--- src/rtl/if_fetch.sv ---
// Instruction-fetch stage: owns the fetch PC, issues in-order imem requests,
// and buffers {pc, instr} pairs ahead of the IF/ID register.
//
// Ports:
//   clk, rst            - clock, synchronous active-high reset
//   pause               - IF/ID holding; head entry is not consumed
//   redirect            - taken branch/jump; flush and refetch from redirect_pc
//   redirect_pc         - new fetch target (bits [1:0] ignored)
//   imem_req/imem_addr  - fetch request and word address
//   imem_ready          - request accepted when imem_req && imem_ready
//   imem_rvalid/rdata   - in-order response
//   if_valid/if_pc/if_instr - presented instruction (NOP when not valid)
module if_fetch #(
    parameter logic [31:0] RESET_PC   = 32'h0000_0000,
    parameter int          FIFO_DEPTH = 2
) (
    input  logic        clk,
    input  logic        rst,
    input  logic        pause,
    input  logic        redirect,
    input  logic [31:0] redirect_pc,
    output logic        imem_req,
    output logic [31:0] imem_addr,
    input  logic        imem_ready,
    input  logic        imem_rvalid,
    input  logic [31:0] imem_rdata,
    output logic        if_valid,
    output logic [31:0] if_pc,
    output logic [31:0] if_instr
);

    localparam int PW = (FIFO_DEPTH > 1) ? $clog2(FIFO_DEPTH) : 1;
    localparam int CW = PW + 1;
    localparam logic [31:0] NOP = 32'h0000_0013;
    localparam logic [CW:0] DEPTH_W = (CW + 1)'(FIFO_DEPTH);

    logic [31:0]   fetch_pc;
    logic [31:0]   aq_mem [FIFO_DEPTH];
    logic [PW-1:0] aq_wr;
    logic [PW-1:0] aq_rd;
    logic [CW-1:0] outstanding;

    logic [31:0]   pc_mem    [FIFO_DEPTH];
    logic [31:0]   instr_mem [FIFO_DEPTH];
    logic [PW-1:0] wr_ptr;
    logic [PW-1:0] rd_ptr;
    logic [CW-1:0] count;
    logic [CW-1:0] discard;

    logic          pop;
    logic          accept;
    logic          rsp;
    logic          push;
    logic [CW:0]   credits_used;
    logic          unused_pc_lsb;

    assign unused_pc_lsb = ^redirect_pc[1:0];

    assign if_valid  = (count != '0);
    assign if_pc     = if_valid ? pc_mem[rd_ptr] : 32'h0;
    assign if_instr  = if_valid ? instr_mem[rd_ptr] : NOP;
    assign imem_addr = fetch_pc;

    assign pop = if_valid && !pause && !redirect;

    // Credits cover both in-flight and buffered words, so a response
    // always has a free FIFO slot even while paused.
    assign credits_used = {1'b0, outstanding} + {1'b0, count}
                        - {{CW{1'b0}}, pop};
    assign imem_req = !rst && !redirect && (credits_used < DEPTH_W);
    assign accept   = imem_req && imem_ready;

    // A response can only belong to an accepted request.
    assign rsp  = imem_rvalid && (outstanding != '0);
    assign push = rsp && !redirect && (discard == '0);

    always_ff @(posedge clk) begin
        if (rst) begin
            fetch_pc    <= RESET_PC;
            aq_wr       <= '0;
            aq_rd       <= '0;
            outstanding <= '0;
            wr_ptr      <= '0;
            rd_ptr      <= '0;
            count       <= '0;
            discard     <= '0;
        end else begin
            if (accept) begin
                aq_mem[aq_wr] <= fetch_pc;
                aq_wr         <= aq_wr + 1'b1;
            end
            if (rsp) begin
                aq_rd <= aq_rd + 1'b1;
            end
            outstanding <= outstanding + CW'(accept) - CW'(rsp);

            if (redirect) begin
                fetch_pc <= {redirect_pc[31:2], 2'b00};
                count    <= '0;
                wr_ptr   <= '0;
                rd_ptr   <= '0;
                // Every request still in flight is now wrong-path,
                // including ones already marked by an earlier redirect;
                // the one returning this cycle is dropped here.
                discard  <= outstanding - CW'(rsp);
            end else begin
                if (accept) begin
                    fetch_pc <= fetch_pc + 32'd4;
                end
                if (push) begin
                    pc_mem[wr_ptr]    <= aq_mem[aq_rd];
                    instr_mem[wr_ptr] <= imem_rdata;
                    wr_ptr            <= wr_ptr + 1'b1;
                end
                if (pop) begin
                    rd_ptr <= rd_ptr + 1'b1;
                end
                count <= count + CW'(push) - CW'(pop);
                if (rsp && (discard != '0)) begin
                    discard <= discard - 1'b1;
                end
            end
        end
    end

endmodule

--- config.mk ---
export PLATFORM = sky130hd
export DESIGN_NAME = if_fetch
export DESIGN_NICKNAME = d
export VERILOG_FILES = /design/src/rtl/if_fetch.sv
export SDC_FILE = /design/constraint.sdc
export NUM_CORES = 1
export LEC_CHECK = 0
export ABC_CLOCK_PERIOD_IN_PS = 5300
export CAP_MARGIN = 25
export CORE_AREA = 2 2 144 146
export DETAILED_ROUTE_END_ITERATION = 8
export DIE_AREA = 0 0 146 148
export PLACE_DENSITY = 0.85
export SKIP_LAST_GASP = 1
export SLEW_MARGIN = 30
export SYNTH_ARGS = -nofsm -noshare
export SYNTH_HDL_FRONTEND = slang
export SYNTH_SLANG_ARGS = --single-unit
--- constraint.sdc ---
create_clock -name clk -period 5.3 [get_ports clk]
set_input_delay 0.53 -clock clk [delete_from_list [all_inputs] [get_ports clk]]
set_output_delay 0.53 -clock clk [all_outputs]
set_load 0.05 [all_outputs]
==> impl_results.md <==
- CTS Hold Bufs: 0
- Final Max Slew Viols: 0
- H-tree levels: 1
- First-pass GRT wire length: 31100 um
- Setup violators final: 0
- Total leakage power: 3.87 nW
- Pwr/cell area: 382 nW/um2
- Top-area cell type share of the netlist area: 59.4%
- Slew headroom: 41.0%
- Max VDD drop: 0.248 mV
- Post-synth cell types: 53
- GP Congestion: 0.831
- DP Wirelength: 13300 um
- Worst Setup Path Type: in -> out
- Mux contribution to synthesized area: 10.9%
- Largest family of logic cells by synthesized area: multiplexers
- Max Fclk: 239 MHz
- FFs w/ async S/R, synth: 0%
- Hold Startpoint: aq_rd
- Most frequent cells in the layout: edfxtp_1, clkdlybuf4s50_1, nor2_1
- FP Rows: 52
- Max Fanout on Critical Path: 24
- Most used cell along the critical path: clkdlybuf4s50_1
- EDFF count, synth: 184
- Synth area leaders: edfxtp_1, dfxtp_1, mux2i_1, mux2_2, nor2_1
- Initial Util: 46.4%
- Compound-Gate Fraction of Synth Area: 3.43%
- Depth of the most critical reg-to-reg path: 9
- Setup WS pre-CTS: 1.13 ns
- Sequential area share after synthesis: 68.5%
- Met2 Track Usage GR: 32.5%
- Post-Syn Area per Cell: 14.2 um2
- # IOs: 168
- Clock buffer depth: 3
- Detail Route Antenna Nets: 0
- FF-to-FF End: aq_mem[0][14]
- R2R setup slack: 1.91 ns
- Largest net degree at the start of global routing: 63
- Tcrit/Tclk final: 79.0%
- Clock Skew: 0.0257 ns
- Reg-to-reg startpoint: count[1]
- Synth Flop Type: edfxtp_1
- Worst-Skew Late Latency: 0.51 ns
- Hold Path Cell Cnt: 2
- Cells after DPL: 1064
- Die span in x: 146 um
- Required @ worst endpoint: 4.77 ns
- Num CTS Buffers: 23
- Max cap viols: 0
- Largest area contributor in the netlist: edfxtp_1
- Initial antenna violation count: 0
- Adder-Cell Fraction of Synth Area: 1.16%
- Via density: 5.16
- Layout cells sized above 1: 12.4%
- DRT Pass-1 Iters: 5
- Number of synthesized register bits: 226
- WL/cell: 18.0 um
- Final Non-Filler Cells: 1106
- Via count: 5710
- Most common cell after layout, fill and taps aside: edfxtp_1
- Hold EP: aq_rd
- Root cell of the clock tree: clkbuf_16
- Ant diodes: 0
- Busiest grt layer: met2
- CP endpoint kind: primary output
- GRT met1 Usage: 21.9%
- Grt met3 use: 3.86%
- RSZ-0062 raised after global routing: no
- CORE AREA: 20000 um2
- Clk sink count: 226
- Final worst slack: 1.11 ns
- TritonCTS clock tree: built
- Reg clk slew, reported paths: 0.05 ns
- Cells after Synth: 654
- Die area: 21600 um2
- CP arrival: 3.66 ns
- XOR/XNOR Fraction of Synth Area: 3.30%
- Total power: 0.00460 W
- Status: completed
- Post-CTS Setup Inserts: 0
- Worst hold path type: reg -> reg
- CP peak stage delay: 0.81 ns
- Post-layout min period: 4.19 ns
- DR iter-0 viols: 274
- Remaining DRCs: 0
- Ys Warns: 0
- Worst-Margin Slew: 0.886 ns
- Total grt overflow: 0
- IO buf count: 161
- Simple-gate area share of the yosys netlist: 10.5%
- Mapped cell area: 9300 um2
- Worst setup SP type: input pin
- Final hold viol count: 0
- Crit path cell chain: clkdlybuf4s50_1, buf_4, nor4_1, o21ai_0, fa_1, xor2_1, and3_1, clkdlybuf4s50_1
- Vias in the first global route: 5729
- NumNets Final: 897
- Post-CTS sizing: 0
- CP max stage cell: clkdlybuf4s50_1
- DIE HEIGHT: 148 um
- GRT Overall Usage: 18.2%
- Routed Wire Length: 19900 um
- Syn-to-layout area delta: 29.6%
## worst max-delay path by stage
stage                     cells after the start         endpoint  slack, ns     start
after floorplan                               3  instr_mem[0][0]      -0.45       rst
after global placement                        8         imem_req       1.18  redirect
after global routing                          8         imem_req       0.90  redirect
final                                         8         imem_req       1.11  redirect
after detailed placement                      8         imem_req       1.13  redirect
after CTS                                     8         imem_req       1.12  redirect
## routing by layer
metal	part of all wire, %	vias up	routed length (um)
met2	51	190	10200
met3	6.5	39	1300
met5	0	-	0
li1	-	2735	-
met1	39	2746	7800
met4	3.1	0	615
## final cells by class
| cell class | count | area, um2 |
|---|---|---|
| clock buffers | 34 | 688 |
| clock inverters | 8 | 97.6 |
| fillers | 1571 | 7990 |
| inverters | 12 | 45.0 |
| multi-input cells | 383 | 2750 |
| flip-flops and latches | 226 | 6370 |
| well taps | 270 | 338 |
| repair buffers | 173 | 1760 |
## sequential cells by signal, indices dropped and copies added, names as in the netlist, named ones only
name and count:
aq_mem 60, aq_rd 1, aq_wr 1, count 2, discard 2, imem_addr 30, instr_mem 64, outstanding 2
pc_mem 60, rd_ptr 1, wr_ptr 1
## where the power goes
part | switching, W | internal [W]
combinational | 0.000493 | 0.000325
sequential | 0.0000704 | 0.00208
clock | 0.000642 | 0.000998
## synth_stat cells, types with 10 or more instances
master    count
edfxtp_1    184
nor2_1       92
mux2i_1      65
dfxtp_1      42
mux2_2       32
nand2_1      28
xnor2_1      28
clkbuf_1     22
a211oi_1     15
nand3_1      12
nor3_1       12
inv_1        10
## worst max-delay path, delay by kind of cell
kind / cells / cell delay, ns
compound gates: 1 / 0.20
xor+xnor: 1 / 0.34
fa+ha+maj: 1 / 0.45
buf+inv: 3 / 1.41
simple gates: 2 / 0.71
## logic make-up (layout without fill, tap and decap cells)
group                    count (synthesis)  count (layout)
flip-flops                             226             226
AND/OR/NAND/NOR                        193             193
multiplexers                            97              97
buffers and inverters                   48             227
AO/OA/AOI/OAI                           46              46
XOR/XNOR                                35              35
adder cells (fa/ha/maj)                  8               8
other                                    1               4
## through the flow
| stage | instance area (um2) | util (%) | hold WS, ns | TNS, ns |
|---|---|---|---|---|
| floorplan | 9310 | - | 0.481 | -55.70 |
| global placement | 11200 | 55.9 | 0.496 | 0 |
| detailed placement | 11300 | 56.2 | 0.505 | 0 |
| CTS | 12100 | 60.1 | 0.521 | 0 |
| global route | 12100 | 60.1 | 0.546 | 0 |
| finish | 12100 | 60.1 | 0.520 | 0 |
Note: power is estimated with default switching activity, not from simulation.
